[config.mk]
export PLATFORM = sky130hd
export DESIGN_NAME = uart_rx_fifo_flat
export DESIGN_NICKNAME = d
export VERILOG_FILES = /design/src/rtl/uart_rx_fifo_if.sv /design/src/rtl/uart_rx_fifo.sv /design/src/flat_wrapper.sv
export SDC_FILE = /design/constraint.sdc
export NUM_CORES = 1
export LEC_CHECK = 0
export BUFFER_PORTS_ARGS = -buffer_cell sky130_fd_sc_hd__buf_2
export CAP_MARGIN = 20
export CELL_PAD_IN_SITES_DETAIL_PLACEMENT = 1
export CELL_PAD_IN_SITES_GLOBAL_PLACEMENT = 1
export CORE_MARGIN = 4
export CORE_UTILIZATION = 47
export CTS_CLUSTER_DIAMETER = 40
export DETAILED_ROUTE_END_ITERATION = 10
export PLACE_DENSITY = 0.81
export SLEW_MARGIN = 10
export SYNTH_ARGS = -nofsm -noshare
export SYNTH_HDL_FRONTEND = slang
export SYNTH_SLANG_ARGS = --single-unit
[constraint.sdc]
create_clock -name clk -period 2.1 [get_ports clk]
set_input_delay 0.42 -clock clk [delete_from_list [all_inputs] [get_ports clk]]
set_output_delay 0.42 -clock clk [all_outputs]
set_load 0.01 [all_outputs]
[src/rtl/uart_rx_fifo_if.sv]
// Handshake bundle between the UART receiver / command consumer and the receive FIFO.
// The master side is the producer/consumer pair; the slave side is the FIFO itself.
interface uart_rx_fifo_if #(
   parameter int DBIT   = 8,
   parameter int ADDR_W = 4
);
   logic              wr;
   logic [DBIT-1:0]   w_data;
   logic              rd;
   logic              clr_ovf;
   logic [DBIT-1:0]   r_data;
   logic              empty;
   logic              full;
   logic [ADDR_W:0]   count;
   logic              overflow;

   modport master (
      output wr, w_data, rd, clr_ovf,
      input  r_data, empty, full, count, overflow
   );

   modport slave (
      input  wr, w_data, rd, clr_ovf,
      output r_data, empty, full, count, overflow
   );
endinterface

[src/rtl/uart_rx_fifo.sv]
// First-word-fall-through byte FIFO that buffers received UART bytes until the
// command interface pops them; flags are registered and overflow is sticky.
module uart_rx_fifo #(
   parameter int DBIT   = 8,
   parameter int ADDR_W = 4
) (
   input  logic           clk,
   input  logic           reset,
   uart_rx_fifo_if.slave  bus
);
   localparam int DEPTH = 2 ** ADDR_W;
   localparam logic [ADDR_W:0] FULL_CNT = {1'b1, {ADDR_W{1'b0}}};

   logic [DBIT-1:0]   mem_q [DEPTH];
   logic [DBIT-1:0]   mem_d [DEPTH];
   logic [ADDR_W-1:0] wp_q, wp_d;
   logic [ADDR_W-1:0] rp_q, rp_d;
   logic [ADDR_W:0]   count_q, count_d;
   logic              empty_q, empty_d;
   logic              full_q, full_d;
   logic              overflow_q, overflow_d;
   logic              wr_ok;
   logic              rd_ok;

   // A pop in the same cycle frees a slot, so a write at full is still taken.
   always_comb begin
      wr_ok      = bus.wr & (~full_q | bus.rd);
      rd_ok      = bus.rd & ~empty_q;
      mem_d      = mem_q;
      wp_d       = wp_q;
      rp_d       = rp_q;
      count_d    = count_q;
      overflow_d = overflow_q;

      if (wr_ok) begin
         mem_d[wp_q] = bus.w_data;
         wp_d        = wp_q + ADDR_W'(1);
      end
      if (rd_ok) begin
         rp_d = rp_q + ADDR_W'(1);
      end

      case ({wr_ok, rd_ok})
         2'b10:   count_d = count_q + (ADDR_W+1)'(1);
         2'b01:   count_d = count_q - (ADDR_W+1)'(1);
         default: count_d = count_q;
      endcase

      if (bus.clr_ovf) begin
         overflow_d = 1'b0;
      end
      if (bus.wr & ~wr_ok) begin
         overflow_d = 1'b1;
      end

      empty_d = (count_d == '0);
      full_d  = (count_d == FULL_CNT);
   end

   always_ff @(posedge clk or negedge reset) begin
      if (!reset) begin
         wp_q       <= '0;
         rp_q       <= '0;
         count_q    <= '0;
         empty_q    <= 1'b1;
         full_q     <= 1'b0;
         overflow_q <= 1'b0;
      end else begin
         wp_q       <= wp_d;
         rp_q       <= rp_d;
         count_q    <= count_d;
         empty_q    <= empty_d;
         full_q     <= full_d;
         overflow_q <= overflow_d;
      end
   end

   // Storage carries no reset; stale contents are hidden by the empty mask.
   always_ff @(posedge clk) begin
      mem_q <= mem_d;
   end

   assign bus.r_data   = empty_q ? '0 : mem_q[rp_q];
   assign bus.empty    = empty_q;
   assign bus.full     = full_q;
   assign bus.count    = count_q;
   assign bus.overflow = overflow_q;
endmodule

[src/flat_wrapper.sv]
// flat-port wrapper written by rule: the top's interface ports become plain ports
module uart_rx_fifo_flat 
#(
   parameter int DBIT   = 8,
   parameter int ADDR_W = 4
)
  (clk, reset, bus_wr, bus_w_data, bus_rd, bus_clr_ovf, bus_r_data, bus_empty, bus_full, bus_count, bus_overflow);
  uart_rx_fifo_if #(.DBIT(DBIT), .ADDR_W(ADDR_W)) bus_i ();
  input  logic clk;
  input  logic reset;
  input wire logic [$bits(bus_i.wr)-1:0] bus_wr;
  input wire logic [$bits(bus_i.w_data)-1:0] bus_w_data;
  input wire logic [$bits(bus_i.rd)-1:0] bus_rd;
  input wire logic [$bits(bus_i.clr_ovf)-1:0] bus_clr_ovf;
  output wire logic [$bits(bus_i.r_data)-1:0] bus_r_data;
  output wire logic [$bits(bus_i.empty)-1:0] bus_empty;
  output wire logic [$bits(bus_i.full)-1:0] bus_full;
  output wire logic [$bits(bus_i.count)-1:0] bus_count;
  output wire logic [$bits(bus_i.overflow)-1:0] bus_overflow;
  assign bus_i.wr = bus_wr;
  assign bus_i.w_data = bus_w_data;
  assign bus_i.rd = bus_rd;
  assign bus_i.clr_ovf = bus_clr_ovf;
  assign bus_r_data = bus_i.r_data;
  assign bus_empty = bus_i.empty;
  assign bus_full = bus_i.full;
  assign bus_count = bus_i.count;
  assign bus_overflow = bus_i.overflow;
  uart_rx_fifo #(.DBIT(DBIT), .ADDR_W(ADDR_W)) u_core (.clk(clk), .reset(reset), .bus(bus_i));
endmodule
Word-level counts from Yosys, hierarchy flattened
Index checks and enable logic that the tools add are counted.

Flip-flop bits (word level): 144. Latch bits: 0. Bits in writable memories: 0. Memory bits (read-only): 0. Input port bits: 13. Output and inout bits: 16. Word-level logic and storage cells: 54. Memories kept: 0.

$add $sub $neg: 4. $mul: 0. Divide/modulo/power cells: 0. Order comparisons: 3. Equal/unequal tests: 3. Shift operators: 0. Muxes and demuxes: 10. Bitwise logic cells: 9. Reduce and logical (&&, ||, !) cells: 3.

Operator list (number): 128-bit bitwise mux (1); 8-bit binary-select mux with 4-bit select (1); 8-bit demux with 4-bit select (1); 8-bit two-way mux (4); 5-bit greater-or-equal comparator, second input constant (2); 4-bit inverter with 5-bit output (2); 5-bit case mux with 2 select lines (1); 4-bit by 1-bit adder with 4-bit output, second input constant (2); 5-bit by 1-bit adder with 5-bit output, second input constant (1); 5-bit equality test, second input constant (1); 5-bit logical NOT (1); 5-bit by 1-bit < comparator with 1-bit output, second input constant (1); 5-bit by 1-bit subtractor with 5-bit output, second input constant (1); 1-bit bitwise AND (3); 1-bit inverter (3); 2-bit by 1-bit equality test with 1-bit output, second input constant (1); 2-bit equality test, second input constant (1); 1-bit two-way mux (2); 2-bit nonzero test (1); 1-bit logical AND (1); 1-bit OR (1).

Logic depth before layout (Yosys ltp)
Depth after elaboration: 6. Depth in mapped cells: 11. Gate-level depth less buffers: 9.

Worst setup path after synthesis
No wires, ideal clock.

Path type: input -> register. Start point: in bus_rd. End point: reg u_core.full_q, in the netlist u_core.bus.full. Setup time: 0.088 ns. Arrival time: 2.257 ns. Data required time: 2.012 ns. Slack: -0.245 ns. Cell stages on the path: 10. Path buffers: 2. Cell sequence: nand2b_1 and2_1 clkbuf_1 inv_1 ha_1 clkbuf_1 nor2_1 a32o_1 a211o_1 nor3b_1.

Word-level cells in the longest chain between the ends: 5. Elaborated cells on any way between the ends: 7. Those cells by class: 3 x eq/ne; 1 x mux; 3 x bitwise.

RTL lines: start, declared (RTL line flat_wrapper.sv:13) `input wire logic [$bits(bus_i.rd)-1:0] bus_rd;`; 1-bit OR (RTL line uart_rx_fifo.sv:27) `wr_ok = bus.wr & (~full_q | bus.rd);`; 1-bit bitwise AND (RTL line uart_rx_fifo.sv:27); 2-bit by 1-bit equality test with 1-bit output or 2-bit equality test (tied branches) (RTL line uart_rx_fifo.sv:43) `case ({wr_ok, rd_ok})`; 5-bit case mux with 2 select lines * (RTL line uart_rx_fifo.sv:43); named net u_core.count_d[3] (RTL line uart_rx_fifo.sv:18) `logic [ADDR_W:0] count_q, count_d;`; 5-bit equality test * (RTL line uart_rx_fifo.sv:57) `full_d = (count_d == FULL_CNT);`; named net u_core.full_d (RTL line uart_rx_fifo.sv:20) `logic full_q, full_d;`; end signal, assigned (RTL line uart_rx_fifo.sv:73) `full_q <= full_d;`; end, declared (RTL line uart_rx_fifo.sv:20).

The timed path passes the listed nets; every way through them passes the cells marked *. A chain may end at the register's enable or synchronous reset.

Worst setup path after layout
Start point: reg u_core.rp_q[0]. End point: out bus_r_data[0].

Word-level cells in the longest chain between the ends: 5.

RTL lines: start, declared (RTL line uart_rx_fifo.sv:17) `logic [ADDR_W-1:0] rp_q, rp_d;`; start signal, assigned (RTL line uart_rx_fifo.sv:70) `rp_q <= rp_d;`; 4-bit inverter with 5-bit output (implied by the code) (RTL line uart_rx_fifo.sv:83) `assign bus.r_data = empty_q ? '0 : mem_q[rp_q];`; 8-bit binary-select mux with 4-bit select (RTL line uart_rx_fifo.sv:83); 8-bit two-way mux (implied by the code) (2 in series) (RTL line uart_rx_fifo.sv:83); 8-bit two-way mux (RTL line uart_rx_fifo.sv:83); end, declared (RTL line flat_wrapper.sv:15) `output wire logic [$bits(bus_i.r_data)-1:0] bus_r_data;`.

No other way between the ends. The select of a mux whose other input is x is not followed.

==> results.json <==
{
  "fin_crit_sh_pct": 137,
  "synthMuxAreaShare_pct": 16.3,
  "synth_ff_type": "edfxtp_1",
  "initial_utilization_pct": 48.9,
  "rrSetupSlack_ns": -0.05,
  "wl_mm": 14.2,
  "finalHoldViolations": 0,
  "startpoint_type": "flop",
  "pin_count": 29,
  "slew_viol_final": 0,
  "cap_violations": 0,
  "cts_num_sinks": 144,
  "finalClockSkew_ns": 0.00781,
  "final_nets": 407,
  "worstHoldPathType": "primary input to flop",
  "synth-edff-count": 128,
  "powerDensity_nw_per_um2": 1480,
  "synth_xor_area_share_pct": 1.31,
  "drive_gt1_share_pct": 42.1,
  "htreeDepth": 4,
  "avgSynthCellArea_um2": 19.5,
  "syn-cell-area_um2": 5990,
  "busiest_layer": "met2",
  "worst_slew_pin_slew_ns": 0.549,
  "die_area_um2": 14600,
  "fp.dieH_um": 121,
  "finalPower_w": 0.0110,
  "max_slew_margin_pct": 63.4,
  "ant_nets": 0,
  "synth_seq_cells": 144,
  "grt_antenna_before_repair": 0,
  "cts_buffers": 17,
  "track_usage_pct": 21.4,
  "crit_end": "bus_r_data[0]",
  "synth_common_cells": "128 x edfxtp_1, 28 x mux4_2, 16 x nor2_1, 15 x dfrtp_1, 12 x mux4_1",
  "globalplace.congestion": 0.829,
  "status": "finished with violations",
  "rows": 40,
  "yosysWarnings": 0,
  "grt_pass1_vias": 3576,
  "insertion_delay_ns": 0.42,
  "setup-violations-final": 9,
  "fp.coreArea_um2": 12300,
  "cp.arrival_ns": 2.45,
  "synth_cells": 307,
  "p_leak_nw": 2.67,
  "timing.final.ws_setup_ns": -0.768,
  "async_flop_share_pct": 11.1,
  "cp.required_ns": 1.68,
  "end_kind": "primary output",
  "crit_start": "u_core.rp_q[0]$_DFFE_PN0P_",
  "yosys.area_share.simple_pct": 5.26,
  "synth_area_leader_cell": "edfxtp_1",
  "synth_compound_area_share_pct": 2.19,
  "path_clk_slew_ns": 0.06,
  "antenna_cells": 0,
  "timing.fmax_ghz": 0.349,
  "fill_cells": 1066,
  "grtUsageMet3_pct": 5.08,
  "fp.dieW_um": 121,
  "cp_max_fo": 5,
  "synthAdderAreaFrac_pct": 1.67,
  "vias": 3199,
  "synth_area_leaders": "edfxtp_1 64%, mux4_2 11%, dfrtp_1 6.3%, mux4_1 5.3%, ha_1 1.7%",
  "area_growth_pct": 24.6,
  "grt_use_met2_pct": 36.4,
  "grt_max_degree": 23,
  "vias_per_cell": 5.64,
  "min_period_ns": 2.87,
  "place_hpwl_mm": 9.21,
  "grt_util_met1_pct": 26.6,
  "cts_tree": "done",
  "synth_cell_types": 48,
  "violations": "negative setup slack",
  "gr-total-overflow": 0,
  "drt-wirelength-per-cell_um": 25.0,
  "ys_seq_area_share_pct": 70.8,
  "rsz0062_at_grt": "true",
  "synth_top_area_share_pct": 64.1,
  "clock-root-buffer": "clkbuf_16",
  "worstReg2RegEnd": "u_core.bus.full$_DFF_PN0_",
  "place_ws_ns": -0.316,
  "first_pass_iters": 4,
  "r2r_start": "u_core.bus.empty$_DFF_PN1_",
  "critical_path_class": "flop to primary output",
  "clock_path_buffers": 2,
  "synth_nets": 328,
  "ir_drop_uv": 954,
  "drc": 0,
  "grt_pass1_wl_mm": 22.0,
  "worstRegToRegCells": 8,
  "synth_top_family_by_area": "multiplexers",
  "drt_iter0_drc": 214,
  "numPortBuffers": 28,
  "synth_most_common_cell": "edfxtp_1"
}
## flip-flops by register name (all words and copies together) (netlist names)
signal and count:
u_core.mem_q 128, u_core.bus.count 5, u_core.rp_q 4, u_core.bus.overflow 1, u_core.wp_q 4, u_core.bus.full 1, u_core.bus.empty 1
## how the worst min path moves through the flow
stage | from | end | slack, ns | cells past startpoint
global route | bus_clr_ovf | u_core.bus.overflow$_DFFE_PN0P_ | 0.21 | 2
CTS | bus_clr_ovf | u_core.bus.overflow$_DFFE_PN0P_ | 0.20 | 2
floorplan | reset | u_core.bus.count[0]$_DFF_PN0_ | 0.12 | 0
global placement | reset | u_core.bus.count[3]$_DFF_PN0_ | 0.37 | 1
detailed placement | reset | u_core.bus.count[4]$_DFF_PN0_ | 0.37 | 1
finish | bus_clr_ovf | u_core.bus.overflow$_DFFE_PN0P_ | 0.21 | 2
## cells by family after synthesis
| family | after synthesis |
|---|---|
| simple gates | 60 |
| compound gates | 17 |
| mux | 43 |
| flops | 144 |
| xor+xnor | 9 |
| buf+inv | 26 |
| fa+ha+maj | 8 |
## per-stage QoR
step | cell area, um2 | cells | TNS [ns] | hold slack (ns) | util [%]
after floorplan | 6050 | 307 | -0.919 | 0.124 | -
after detailed placement | 6630 | 530 | -3.00 | 0.367 | 54.0
final | 7470 | 567 | -5.98 | 0.211 | 60.9
after global placement | 6630 | 530 | -2.37 | 0.373 | 54.0
after global routing | 7470 | 567 | -6.81 | 0.209 | 60.9
after CTS | 7400 | 567 | -5.91 | 0.199 | 60.4
## critical path, cell delays in order (launching register included)
cell     delay, ns
dfrtp_2       0.42
buf_12        0.15
buf_12        0.13
mux4_2        0.52
mux4_2        0.49
and2b_1       0.18
buf_2         0.14
## layout make-up
| cell class | instances | area (um2) | area share, % |
|---|---|---|---|
| Tap cell | 168 | 210 | 2.81 |
| Multi-Input combinational cell | 137 | 1720 | 23.0 |
| Inverter | 7 | 26.3 | 0.352 |
| Clock buffer | 22 | 464 | 6.21 |
| Clock inverter | 10 | 185 | 2.48 |
| Sequential cell | 144 | 4250 | 56.8 |
| Timing Repair Buffer | 79 | 622 | 8.32 |
## placed cells by master (no fill, tap or decap), types with 5 or more instances in the layout
master,synthesis,layout
dfrtp_1,15,14
clkbuf_16,0,18
xnor2_1,5,5
nor2_1,16,16
mux4_1,12,6
buf_6,2,5
edfxtp_1,128,128
bufinv_16,0,5
inv_1,7,7
buf_2,1,25
buf_4,1,42
ha_1,8,5
nand2_1,10,9
mux4_2,28,34
nor3_1,6,5
## what timing repair did
| item | 4_1_cts | 5_1_grt |
|---|---|---|
| gates resized for setup | 12 | 21 |
| buffers inserted | 3 | 0 |
| pin swaps | 5 | 8 |
| endpoints found under the setup margin | 11 | 10 |
| gates cloned | 1 | 1 |
| endpoints found under the hold margin | 15 | 0 |
| hold buffers | 1 | 0 |
## power by group
group | leakage, nW | switching, W | internal (W)
Sequential | 1.35 | 0.000310 | 0.00352
Clock | 0.314 | 0.00114 | 0.00217
Combinational | 1.01 | 0.00180 | 0.00209
## metal layers
metal,vias up,routed length (um),share of wire (%)
met5,-,0,0
met4,0,347,2.4
met3,33,920,6.5
met2,129,7690,54
met1,1642,5220,37
li1,1395,-,-
Power figures use the tool's default switching activity.
